[src/rtl/cpu_pkg.sv]
// Shared definitions for the multi-cycle CPU: memory-stage FSM encoding,
// opcode constants and instruction field positions.
package cpu_pkg;

  typedef enum logic {
    MA_IDLE = 1'b0,
    MA_REQ  = 1'b1
  } ma_state_e;

  localparam logic [5:0] LW = 6'h23;
  localparam logic [5:0] SW = 6'h2b;

  localparam int OP_HI = 31;
  localparam int OP_LO = 26;
  localparam int FN_HI = 5;
  localparam int FN_LO = 0;

  // Identity of a controller request; a change means a new access is wanted.
  function automatic logic [3:0] mk_tuple(input logic rd, input logic wr,
                                          input logic iord, input logic irw);
    return {rd, wr, iord, irw};
  endfunction

endpackage

[src/rtl/mem_timeout_counter.sv]
// Counts request cycles that went unacknowledged; tc_o fires on the cycle
// that would make the count reach TIMEOUT.
module mem_timeout_counter #(
  parameter int TIMEOUT = 255
) (
  input  logic clk_i,
  input  logic rst_ni,
  input  logic clr_i,
  input  logic en_i,
  output logic tc_o
);

  localparam int CW = $clog2(TIMEOUT + 1);
  localparam logic [CW-1:0] LAST = CW'(TIMEOUT - 1);

  logic [CW-1:0] cnt_q, cnt_d;

  always_comb begin
    cnt_d = cnt_q;
    if (clr_i)     cnt_d = '0;
    else if (en_i) cnt_d = cnt_q + 1'b1;
  end

  assign tc_o = en_i & (cnt_q == LAST);

  always_ff @(posedge clk_i or negedge rst_ni) begin
    if (!rst_ni) cnt_q <= '0;
    else         cnt_q <= cnt_d;
  end

endmodule

[src/rtl/mem_access_unit.sv]
// Memory-side stage of the multi-cycle CPU: turns level-held controller
// requests into one req/ack transaction and holds the IR and MDR.
module mem_access_unit
  import cpu_pkg::*;
#(
  parameter int ADDR_W  = 32,
  parameter int DATA_W  = 32,
  parameter int TIMEOUT = 255
) (
  input  logic              clk,
  input  logic              reset,
  input  logic              MemRead,
  input  logic              MemWrite,
  input  logic              IorD,
  input  logic              IRWrite,
  input  logic [ADDR_W-1:0] pc,
  input  logic [ADDR_W-1:0] alu_out,
  input  logic [DATA_W-1:0] wdata,
  output logic              mem_busy,
  output logic [DATA_W-1:0] instr,
  output logic [5:0]        OpCode,
  output logic [5:0]        Funct,
  output logic [DATA_W-1:0] mdr,
  output logic              bus_err,
  output logic              m_req,
  output logic              m_we,
  output logic [ADDR_W-1:0] m_addr,
  output logic [DATA_W-1:0] m_wdata,
  input  logic              m_ack,
  input  logic [DATA_W-1:0] m_rdata
);

  ma_state_e         state_q;
  logic              m_req_q, m_we_q, bus_err_q, served_q;
  logic [ADDR_W-1:0] m_addr_q;
  logic [DATA_W-1:0] m_wdata_q, instr_q, mdr_q;
  logic [3:0]        tuple_q;

  logic       req_now, served_eff, issue, in_req, tmo;
  logic [3:0] tuple;

  assign req_now = MemRead | MemWrite;
  assign tuple   = mk_tuple(MemRead, MemWrite, IorD, IRWrite);
  // A different tuple releases served in the same cycle, so back-to-back
  // accesses issue without an idle cycle.
  assign served_eff = served_q & req_now & (tuple == tuple_q);
  assign issue      = (state_q == MA_IDLE) & req_now & ~served_eff;
  assign in_req     = (state_q == MA_REQ);
  assign mem_busy   = issue | (in_req & ~m_ack);

  mem_timeout_counter #(.TIMEOUT(TIMEOUT)) u_tmo (
    .clk_i  (clk),
    .rst_ni (reset),
    .clr_i  (~in_req | m_ack),
    .en_i   (in_req & ~m_ack),
    .tc_o   (tmo)
  );

  always_ff @(posedge clk or negedge reset) begin
    if (!reset) begin
      state_q   <= MA_IDLE;
      m_req_q   <= 1'b0;
      m_we_q    <= 1'b0;
      bus_err_q <= 1'b0;
      served_q  <= 1'b0;
      m_addr_q  <= '0;
      m_wdata_q <= '0;
      instr_q   <= '0;
      mdr_q     <= '0;
      tuple_q   <= '0;
    end else begin
      case (state_q)
        MA_IDLE: begin
          served_q <= served_eff;
          if (issue) begin
            state_q   <= MA_REQ;
            m_req_q   <= 1'b1;
            m_we_q    <= MemWrite;
            m_addr_q  <= IorD ? alu_out : pc;
            m_wdata_q <= wdata;
            tuple_q   <= tuple;
            if (MemRead & MemWrite) bus_err_q <= 1'b1;
          end
        end
        MA_REQ: begin
          if (m_ack) begin
            // tuple_q = {rd, wr, iord, irw}; a write captures nothing.
            if (!m_we_q) begin
              mdr_q <= m_rdata;
              if (tuple_q[0] & ~tuple_q[1]) instr_q <= m_rdata;
            end
            state_q  <= MA_IDLE;
            m_req_q  <= 1'b0;
            m_we_q   <= 1'b0;
            served_q <= 1'b1;
          end else if (tmo) begin
            bus_err_q <= 1'b1;
            state_q   <= MA_IDLE;
            m_req_q   <= 1'b0;
            m_we_q    <= 1'b0;
            served_q  <= 1'b1;
          end
        end
        default: state_q <= MA_IDLE;
      endcase
    end
  end

  assign m_req   = m_req_q;
  assign m_we    = m_we_q;
  assign m_addr  = m_addr_q;
  assign m_wdata = m_wdata_q;
  assign bus_err = bus_err_q;
  assign instr   = instr_q;
  assign mdr     = mdr_q;
  assign OpCode  = instr_q[OP_HI:OP_LO];
  assign Funct   = instr_q[FN_HI:FN_LO];

endmodule
[config.mk]
export PLATFORM = sky130hd
export DESIGN_NAME = mem_access_unit
export DESIGN_NICKNAME = d
export VERILOG_FILES = /design/src/rtl/cpu_pkg.sv /design/src/rtl/mem_timeout_counter.sv /design/src/rtl/mem_access_unit.sv
export SDC_FILE = /design/constraint.sdc
export NUM_CORES = 1
export LEC_CHECK = 0
export CORE_ASPECT_RATIO = 1.1
export CORE_UTILIZATION = 42
export CTS_CLUSTER_SIZE = 20
export DETAILED_ROUTE_END_ITERATION = 7
export PLACE_DENSITY_LB_ADDON = 0.2
export SLEW_MARGIN = 25
export SYNTH_ARGS = -nofsm -noshare
export SYNTH_HDL_FRONTEND = slang
export SYNTH_SLANG_ARGS = --single-unit
[constraint.sdc]
create_clock -name clk -period 2.5 [get_ports clk]
set_clock_uncertainty 0.2 [all_clocks]
set_input_delay 0.5 -clock clk [delete_from_list [all_inputs] [get_ports clk]]
set_output_delay 0.5 -clock clk [all_outputs]
set_load 0.01 [all_outputs]
---- Word-level counts from Yosys, hierarchy flattened ----
Index checks and enable logic that the tools add are counted.
operators by class
  mux-type cells .......................... 20
  reductions and logical operators ........ 6
  eq/ne operators ......................... 7
  add/subtract/negate cells ............... 1
  bitwise gates (word level) .............. 16
operators with widths
  cell                                                    count
  2-to-1 mux 32 bit                                       1
  2-to-1 mux 8 bit                                        2
  2-to-1 mux 1 bit                                        12
  case mux 1 bit (2 select lines)                         5
  adder 8 x 1 -> 8 bit (second input constant)            1
  AND 1 bit                                               8
  == test 8 bit (second input constant)                   1
  AND reduction 4 bit                                     2
  NOT 1 bit                                               5
  == test 4 bit                                           1
  inequality test 2 x 1 -> 1 bit (second input constant)  2
  inequality test 2 bit (second input constant)           2
  AND reduction 2 bit                                     2
  inequality test 3 x 2 -> 1 bit (second input constant)  1
  OR 1 bit                                                3
  AND reduction 3 bit                                     1
  nonzero test 2 bit                                      1
storage, ports and cells
  bits of input ports ..................... 135
  register bits ........................... 145
  logic and storage cells ................. 61
  output and inout bits ................... 144

---- Depth between registers and ports, before layout ----
Gate-level depths: netlist (run 1).
  depth in word-level cells ............... 7
  depth in mapped cells ................... 7
  gate-level depth less buffers ........... 6

---- Cells and area by module ----
A second synthesis (run 1) with hierarchy kept.
second synthesis, totals
  cell total of the unflattened synthesis .. 408
  area, all modules ....................... 6252.2 um^2
by module, submodules not included
  module               times used  seq. area each (um^2)  cells each  area each (um^2)
  mem_access_unit      1           3428.3                 367         5840.6
  mem_timeout_counter  1           200.2                  41          411.6

---- Worst setup path after synthesis (run 1) ----
No wires, ideal clock.
  kind .................................... input-to-output
  start point ............................. in IorD
  end point ............................... out mem_busy
  required time ........................... 1.800 ns
  cell stages on the path ................. 7
  setup slack ............................. 0.158 ns
  buffers on the path ..................... 3
  data arrival time ....................... 1.642 ns
  cell sequence ........................... buf_4 -> xnor2_2 -> o2111ai_2 -> o21ai_4 -> buf_6 -> buf_8 -> nand2_1
on the way
  word-level cells in the longest chain between the ends .. 5
ends and longest elaborated chain
  element             RTL line               source
  start: declaration  mem_access_unit.sv:14  input logic IorD,
  == test 4 bit       mem_access_unit.sv:46  assign served_eff = served_q & req_now & (tuple == tuple_q);
  AND 1 bit           mem_access_unit.sv:46
  NOT 1 bit           mem_access_unit.sv:47  assign issue = (state_q == MA_IDLE) & req_now & ~served_eff;
  AND 1 bit           mem_access_unit.sv:47
  OR 1 bit            mem_access_unit.sv:49  assign mem_busy = issue | (in_req & ~m_ack);
  end: declaration    mem_access_unit.sv:19  output logic mem_busy,
No other way between the ends.

---- Worst setup path in the final report (run 1) ----
  start point ............................. in IRWrite
  end point ............................... out mem_busy
on the way
  word-level cells in the longest chain between the ends .. 5
ends and longest elaborated chain
  element             RTL line               source
  start: declaration  mem_access_unit.sv:15  input logic IRWrite,
  == test 4 bit       mem_access_unit.sv:46
  AND 1 bit           mem_access_unit.sv:46
  NOT 1 bit           mem_access_unit.sv:47
  AND 1 bit           mem_access_unit.sv:47
  OR 1 bit            mem_access_unit.sv:49
No other way between the ends.

==> impl_summary.md, run 1 <==
Outcome
The run finished with clean final reports.

Logic synthesis
The synthesized instance count is 402. The dominant synthesized flop cell is sky130_fd_sc_hd__dfrtp_1. The total of flip-flops plus latches after synthesis is 145.

In this run the mean area of a mapped cell was 15.3 um2. The count of warnings emitted by yosys is 0. For this run, asynchronously set or reset flops after synthesis account for 1.00. The net count of the mapped netlist is 539. The synthesized design contains 0 enable-type register cells. After synthesis the cells add up to 0.00616 mm2. Of the synthesized area, sequential elements account for 0.589. Yosys mapped the design onto 35 distinct sky130hd cell types.

Layout
The end-of-flow core utilization is 0.684. With fillers left out, the area of the finished cells amounts to 0.00984 mm2. After the last flow step, the layout net total stands at 828. The count of inserted antenna diode cells is 0. Of the cells placed in the final design, the portion with a size suffix greater than 1 is 0.318. Relative to the synthesized area, the layout overhead comes to 59.8%. In the layout the commonest cells are sky130_fd_sc_hd__clkdlybuf4s50_1, sky130_fd_sc_hd__dfrtp_1, sky130_fd_sc_hd__mux2_2, sky130_fd_sc_hd__mux2_4. The most common library cell in the layout ignoring fill and taps is sky130_fd_sc_hd__clkdlybuf4s50_1.

Placement
Timing analysis after detailed placement gives a worst setup slack of -453 ps. Once placement finished, the instance area stood at 0.00919 mm2. The number of buffers added on ports is 278.

Routability-driven placement finished with a final weighted congestion of 0.790. Detailed placement finished with a half-perimeter wire length of 11.2 mm.

Floorplanning
The die covers 0.0151 mm2. The core region area is 0.0144 mm2. For this design the top-level I/O count stands at 279. After floorplanning, the core was divided into 46 placement rows. The width of the chip is 117 um.

The y dimension of the die is 129 um. The starting utilization of the core area is 0.428.

Timing
The clock period minus worst slack is 2400 ps. Setup repair after global routing left no endpoint under its margin. The maximum frequency from static timing analysis is 416 MHz.

Once routing completed, OpenROAD measured the worst setup slack at 98.4 ps. Of the available clock period, the critical path in the final layout requires 0.961. The total count of hold-check failures in the final report is 0. The final-report max-slew violation count came to 0. At the pin with the least slew margin, the transition time is 591 ps.

The setup TNS is 0 ps. The final number of setup-violating endpoints is 0. The worst pin sits at a relative slew slack of 0.606.

Worst setup path
The capture point of the worst reg-to-reg path is m_addr[2]. The setup slack of the worst register-to-register path is 320 ps. The critical path capture point type is an output pin. The required time at the endpoint of the critical path is 1800 ps. The category of the critical setup timing path is input pin to output pin. The startpoint type of the worst setup path is an input pin. The maximum fanout encountered on the critical timing path is 2. The depth of the most critical reg-to-reg path is 7. At the worst endpoint, the arrival time is 1700 ps. The critical register-to-register path startpoint is tuple_q[2].

Routing
Summing over every cut layer, the via total after detailed routing is 4354. The number of routed nets with antenna violations is 0. The routed via count divided by cell count is 4.86.

The residual DRC count is 0. The wire length after detailed routing is 15.6 mm. The detailed router finished its first iteration with 99 violations. The detailed-router iteration count before antenna repair is 6. Dividing the detail-routed wire length by the instance count gives 17.4 um.

CTS
The maximum root-to-sink buffer count is 2. After clock tree synthesis, the clock-pin slew on the worst setup and hold paths is 60 ps. TritonCTS built the clock tree. The tree built by TritonCTS fans out to 145 sinks. The clock insertion delay at the later pin of the skew report is 420 ps. The root buffer cell chosen for the clock tree is sky130_fd_sc_hd__clkbuf_16. Clock tree synthesis inserted a total of 17 buffers. The H-tree was split into 4 levels.

Global route
For this run, the total global-route usage over all layers was measured as 0.212. The number of antenna violations at the first check in global routing came to 0. The largest net degree at the start of global routing is 62. The number of global-route vias before repair is 4727. The global-route wire length before repair is 24.6 mm. The total congestion overflow is 0.

Power
For this design the ratio of total power to cell area is 1260 mW/mm2. Summed over all cells, the static leakage comes to 4.14 nW. The maximum resistive drop on vdd is 0.000606 V.

Min path
The tightest min-delay check is of the register to register type. The end point of the worst hold path is bus_err. Counting instances, the worst hold path has a depth of 2. The start point of the worst min-delay path is bus_err.

Run
Across the run, the number of max-cap violations was 0.
## timing repair
action | in CTS | in global routing
pin swaps | 2 | 2
buffers inserted | 1 | 0
endpoints found under the hold margin | 58 | 0
hold buffers | 1 | 0
setup endpoints to repair | 1 | 1
gates resized for setup | 5 | 2
## registers in the layout (all words and copies together) (netlist names), 4 cells and up
name / cells
instr: 32
u_tmo.cnt_q: 8
m_wdata: 32
mdr: 32
tuple_q: 4
m_addr: 32
## worst max path at each step
stage	start	end	slack [ps]	cells after the start
floorplan	IorD	mem_busy	160	7
global placement	IorD	mem_busy	-450	6
detailed placement	IorD	mem_busy	-450	6
CTS	IRWrite	mem_busy	20	6
global route	IRWrite	mem_busy	3	6
finish	IRWrite	mem_busy	100	6
## metal layers
layer | part of all wire | track usage | up-vias
li1 | - | - | 1990
met1 | 0.39 | 0.236 | 2133
met2 | 0.51 | 0.372 | 209
met3 | 0.084 | 0.0807 | 22
met4 | 0.016 | 0.0764 | 0
met5 | 0 | 0 | -
## worst max-delay path, stage by stage
cell                              delay (ps)
sky130_fd_sc_hd__clkdlybuf4s50_1         510
sky130_fd_sc_hd__xnor2_2                 120
sky130_fd_sc_hd__o2111ai_2               180
sky130_fd_sc_hd__o21ai_4                 180
sky130_fd_sc_hd__nand2_1                  80
sky130_fd_sc_hd__clkbuf_2                130
## power breakdown
group / switching (W) / internal (W) / leakage [nW] / total (W)
combinational: 0.00202 / 0.00356 / 2.11 / 0.00558
clock: 0.000982 / 0.00170 / 0.299 / 0.00268
sequential: 0.000681 / 0.00349 / 1.72 / 0.00417
total: 0.00368 / 0.00875 / 4.14 / 0.0124
## area by class of cell
| cell class | instances | area, um2 |
|---|---|---|
| Clock inverter | 13 | 184 |
| Multi-Input combinational cell | 223 | 2320 |
| Clock buffer | 19 | 443 |
| Inverter | 3 | 11.3 |
| Timing Repair Buffer | 301 | 3010 |
| Sequential cell | 145 | 3630 |
| Fill cell | 1061 | 4550 |
| Tap cell | 192 | 240 |
## metrics by stage
step,hold slack (ps),cells,total power [W]
after CTS,303,896,0.0126
after floorplan,4.41,402,0.00675
final,288,896,0.0124
after global routing,309,896,0.0131
after detailed placement,284,862,0.00980
after global placement,283,862,0.00963
## cells by family after synthesis
logic type | synth area share
multiplexers | 0.307
flip-flops | 0.589
buffers and inverters | 0.0374
AND/OR/NAND/NOR | 0.0278
AO/OA/AOI/OAI | 0.0201
XOR/XNOR | 0.0140
adder cells (fa/ha/maj) | 0.00406
## Yosys cell counts (2+ instances only)
master | count | area, um2
sky130_fd_sc_hd__o21bai_1 | 2 | 15.0
sky130_fd_sc_hd__nand3_1 | 4 | 20.0
sky130_fd_sc_hd__buf_4 | 17 | 128
sky130_fd_sc_hd__buf_2 | 3 | 15.0
sky130_fd_sc_hd__nand4_1 | 2 | 12.5
sky130_fd_sc_hd__dfrtp_1 | 145 | 3630
sky130_fd_sc_hd__clkbuf_1 | 8 | 30.0
sky130_fd_sc_hd__inv_1 | 3 | 11.3
sky130_fd_sc_hd__nor2_1 | 11 | 41.3
sky130_fd_sc_hd__nand2_1 | 7 | 26.3
sky130_fd_sc_hd__a21oi_1 | 3 | 15.0
sky130_fd_sc_hd__o21ai_0 | 5 | 25.0
sky130_fd_sc_hd__xor2_1 | 6 | 52.6
sky130_fd_sc_hd__mux2_4 | 18 | 270
sky130_fd_sc_hd__nand2b_1 | 3 | 18.8
sky130_fd_sc_hd__xnor2_1 | 2 | 17.5
sky130_fd_sc_hd__mux2_2 | 144 | 1620
sky130_fd_sc_hd__ha_1 | 2 | 25.0
(Power assumes the default switching activity.)
==> run 2: changes to the inputs <==
--- a/config.mk
+++ b/config.mk
@@ -6,7 +6,7 @@
 export NUM_CORES = 1
 export LEC_CHECK = 0
 export CORE_ASPECT_RATIO = 1.1
-export CORE_UTILIZATION = 42
+export CORE_UTILIZATION = 30
 export CTS_CLUSTER_SIZE = 20
 export DETAILED_ROUTE_END_ITERATION = 7
 export PLACE_DENSITY_LB_ADDON = 0.2
==> impl_summary.md, run 2 (synthesized netlist as in run 1, its figures left out) <==
Timing
The worst pin sits at a relative slew slack of 0.610. Across all setup checks in the final design, the least slack found is 102 ps. Derived from the worst setup path, the maximum achievable clock frequency is 417 MHz.

The total count of hold-check failures in the final report came to 0. The final hold slack is 301 ps. The final clock period utilization by the worst path is 0.959. Setup violations remaining at the end of the flow were counted as 0. The final-report max-slew violation count was 0.

The slew at the pin closest to its max-slew limit is 585 ps. For the finished layout, the period the worst path requires is 2400 ps. Setup repair after global routing left no endpoint under its margin.

CTS
The post-CTS repair timing setup buffer count is 0. In this run the deepest clock path goes through 2 buffers. The TritonCTS clock tree is done. Clock latency on the worst-skew pair, taken at its later pin, is 410 ps. The root buffer cell is sky130_fd_sc_hd__clkbuf_16. The H-tree generated during clock tree synthesis spans 4 levels. The clock-pin slew reported for the worst setup and hold paths after clock tree synthesis is 60 ps.

The number of sinks handled by clock tree synthesis is 145. In this run, CTS created clock tree buffers numbering 17.

Layout
The multi-input combinational cells in the finished layout cover a total of 0.00233 mm2. The area growth from synthesis to final layout is 60.5%. Once layout is complete, the utilization of the core stands at 0.494. The layout filler cell count is 1731.

Leaving out fill and tap cells, the most frequent cells in the layout are sky130_fd_sc_hd__clkdlybuf4s50_1, sky130_fd_sc_hd__mux2_2, sky130_fd_sc_hd__dfrtp_1, sky130_fd_sc_hd__mux2_4, sky130_fd_sc_hd__clkbuf_16. The final standard cell count with taps included and fillers excluded is 953. The share of post-route cells with drive strength above 1 is 0.320. Summing all flip-flop and latch instances after layout gives 0.00363 mm2. The net count of the finished layout is 825. Leaving out fill and tap cells, the most frequent cell in the layout is sky130_fd_sc_hd__clkdlybuf4s50_1. The finished layout cell area is 0.00988 mm2.

Power
The power share of the combinational group is 0.454. The analysis attributes to net switching a power of 0.00367 W. The leakage dissipation is 4.11 nW. The switching share of power is 0.300.

The relative contribution of the clock network to total power is 0.207. The maximum resistive drop on vdd is 0.000523 V. The internal power of the cells is 0.00858 W. The power per unit of standard cell area is 1240 mW/mm2. The sequential fraction of design power is 0.339.

Routing
Using the TritonRoute via totals, the vias-per-cell ratio works out to 4.50. The wire length after detailed routing is 15.6 mm. The via count of the routed design is 4293. The detail route stage leaves a number of antenna-violating nets equal to 0. The first detailed-routing pass ran for 7 iterations. In the routed design, unresolved DRC markers number 44.

After detailed routing, the average wire length per cell comes to 16.4 um. The number of DRC violations after detailed-routing iteration 0 is 147.

Placement
The final weighted congestion of routability-driven global placement is 0.841. The placement-stage cell area is 0.00924 mm2. The number of buffers added on ports is 278.

Prior to clock tree synthesis, the placed netlist has a worst setup slack of -363 ps. After detailed placement, the design holds a cell count of 920. Once detailed placement completed, the half-perimeter wirelength came to 11.5 mm.

Worst setup path
The slowest stage of the critical path is the sky130_fd_sc_hd__dfrtp_1 cell. The critical path capture point type is an output pin. STA classifies the critical path startpoint as a register. Along the worst path, the maximum fanout reaches 3.

The required time at the endpoint of the critical path is 1800 ps. On the worst path, the slowest cell contributes a delay of 410 ps. STA puts the critical path data arrival time at 1700 ps. The worst setup path is of the register to output pin kind.

The critical path goes through xor2_2, o22a_2, o21ai_4, nand2_1, clkdlybuf4s15_1.

Outcome
The run finished, with violations left. The checks that failed: DRC.

Floorplanning
The floorplan has 54 rows. For this design the top-level I/O count stands at 279. The total area inside the core boundary comes to 0.0200 mm2. The starting utilization of the core area is 0.308. In this run the vertical extent of the chip is 152 um. The die covers 0.0211 mm2.

In this run the horizontal extent of the chip is 139 um.

Global route
Entering global routing, the biggest net connects 60 pins. For this run, the total global-route usage over all layers was measured as 0.155. The number of global-route vias before repair is 4826.

The first global-routing pass estimated 25.6 mm of wire. The number of antenna violations at the first check in global routing is 2. The total congestion overflow is 0.

Run
The max-capacitance violation count is 0.

Min path
The class of the tightest hold or removal check is register to register.
-- run 2: changes by cell type in the layout (fill, tap and decap cells not counted), moves of 2 or more --
cell,before,now
sky130_fd_sc_hd__inv_6,1,4
sky130_fd_sc_hd__clkdlybuf4s50_1,274,272
sky130_fd_sc_hd__buf_4,17,14
sky130_fd_sc_hd__clkinv_2,3,0
sky130_fd_sc_hd__bufinv_16,4,2
-- run 2: what timing repair did --
item,CTS,global route
hold buffers,1,0
pin swaps,5,2
setup endpoints to repair,1,1
hold endpoints to repair,55,0
gates resized for setup,10,1
-- run 2: area by class of cell --
type | instances | share of cell area
Clock buffer | 19 | 0.0458
Timing Repair Buffer | 298 | 0.303
Clock inverter | 12 | 0.0148
Inverter | 3 | 0.00114
Antenna cell | 1 | 0.000253
Multi-Input combinational cell | 223 | 0.236
Tap cell | 252 | 0.0319
Sequential cell | 145 | 0.367
-- run 2: through the flow --
step                power [W]  TNS, ps
finish                 0.0123        0
CTS                    0.0125        0
floorplan             0.00675        0
detailed placement    0.00980    -9410
global route           0.0130        0
global placement      0.00967    -5370
-- run 2: worst paths after layout --
| kind | start | to | slack, ps | cells past startpoint |
|---|---|---|---|---|
| setup / recovery | tuple_q[2] | mem_busy | 100 | 5 |
| hold / removal | mdr[23] | mdr[23] | 300 | 1 |
| setup reg to reg | tuple_q[2] | m_addr[4] | 390 | 6 |
| hold reg to reg | mdr[23] | mdr[23] | 300 | 1 |
| max in group asynchronous | reset | mdr[1] | 990 | 3 |
| min in group asynchronous | reset | instr[4] | 450 | 2 |
-- run 2: power groups by stage --
stage	Sequential (W)	Clock, W	Combinational, W
finish	0.00415	0.00254	0.00556
global route	0.00432	0.00276	0.00591
global placement	0.00412	0	0.00554
detailed placement	0.00419	0	0.00561
CTS	0.00417	0.00264	0.00565
floorplan	0.00461	0	0.00214
-- run 2: layer usage --
layer / wire (um) / global-route usage
met1: 6170 / 0.172
met2: 7860 / 0.268
met3: 1510 / 0.0629
met4: 80 / 0.0535
met5: 10 / 0
-- run 2: critical path, delay by kind of cell (launching register included) --
kind                   cells  cell delay [ps]
AO/OA/AOI/OAI              2              380
AND/OR/NAND/NOR            1               70
flip-flops                 1              410
buffers and inverters      1              230
XOR/XNOR                   1              200
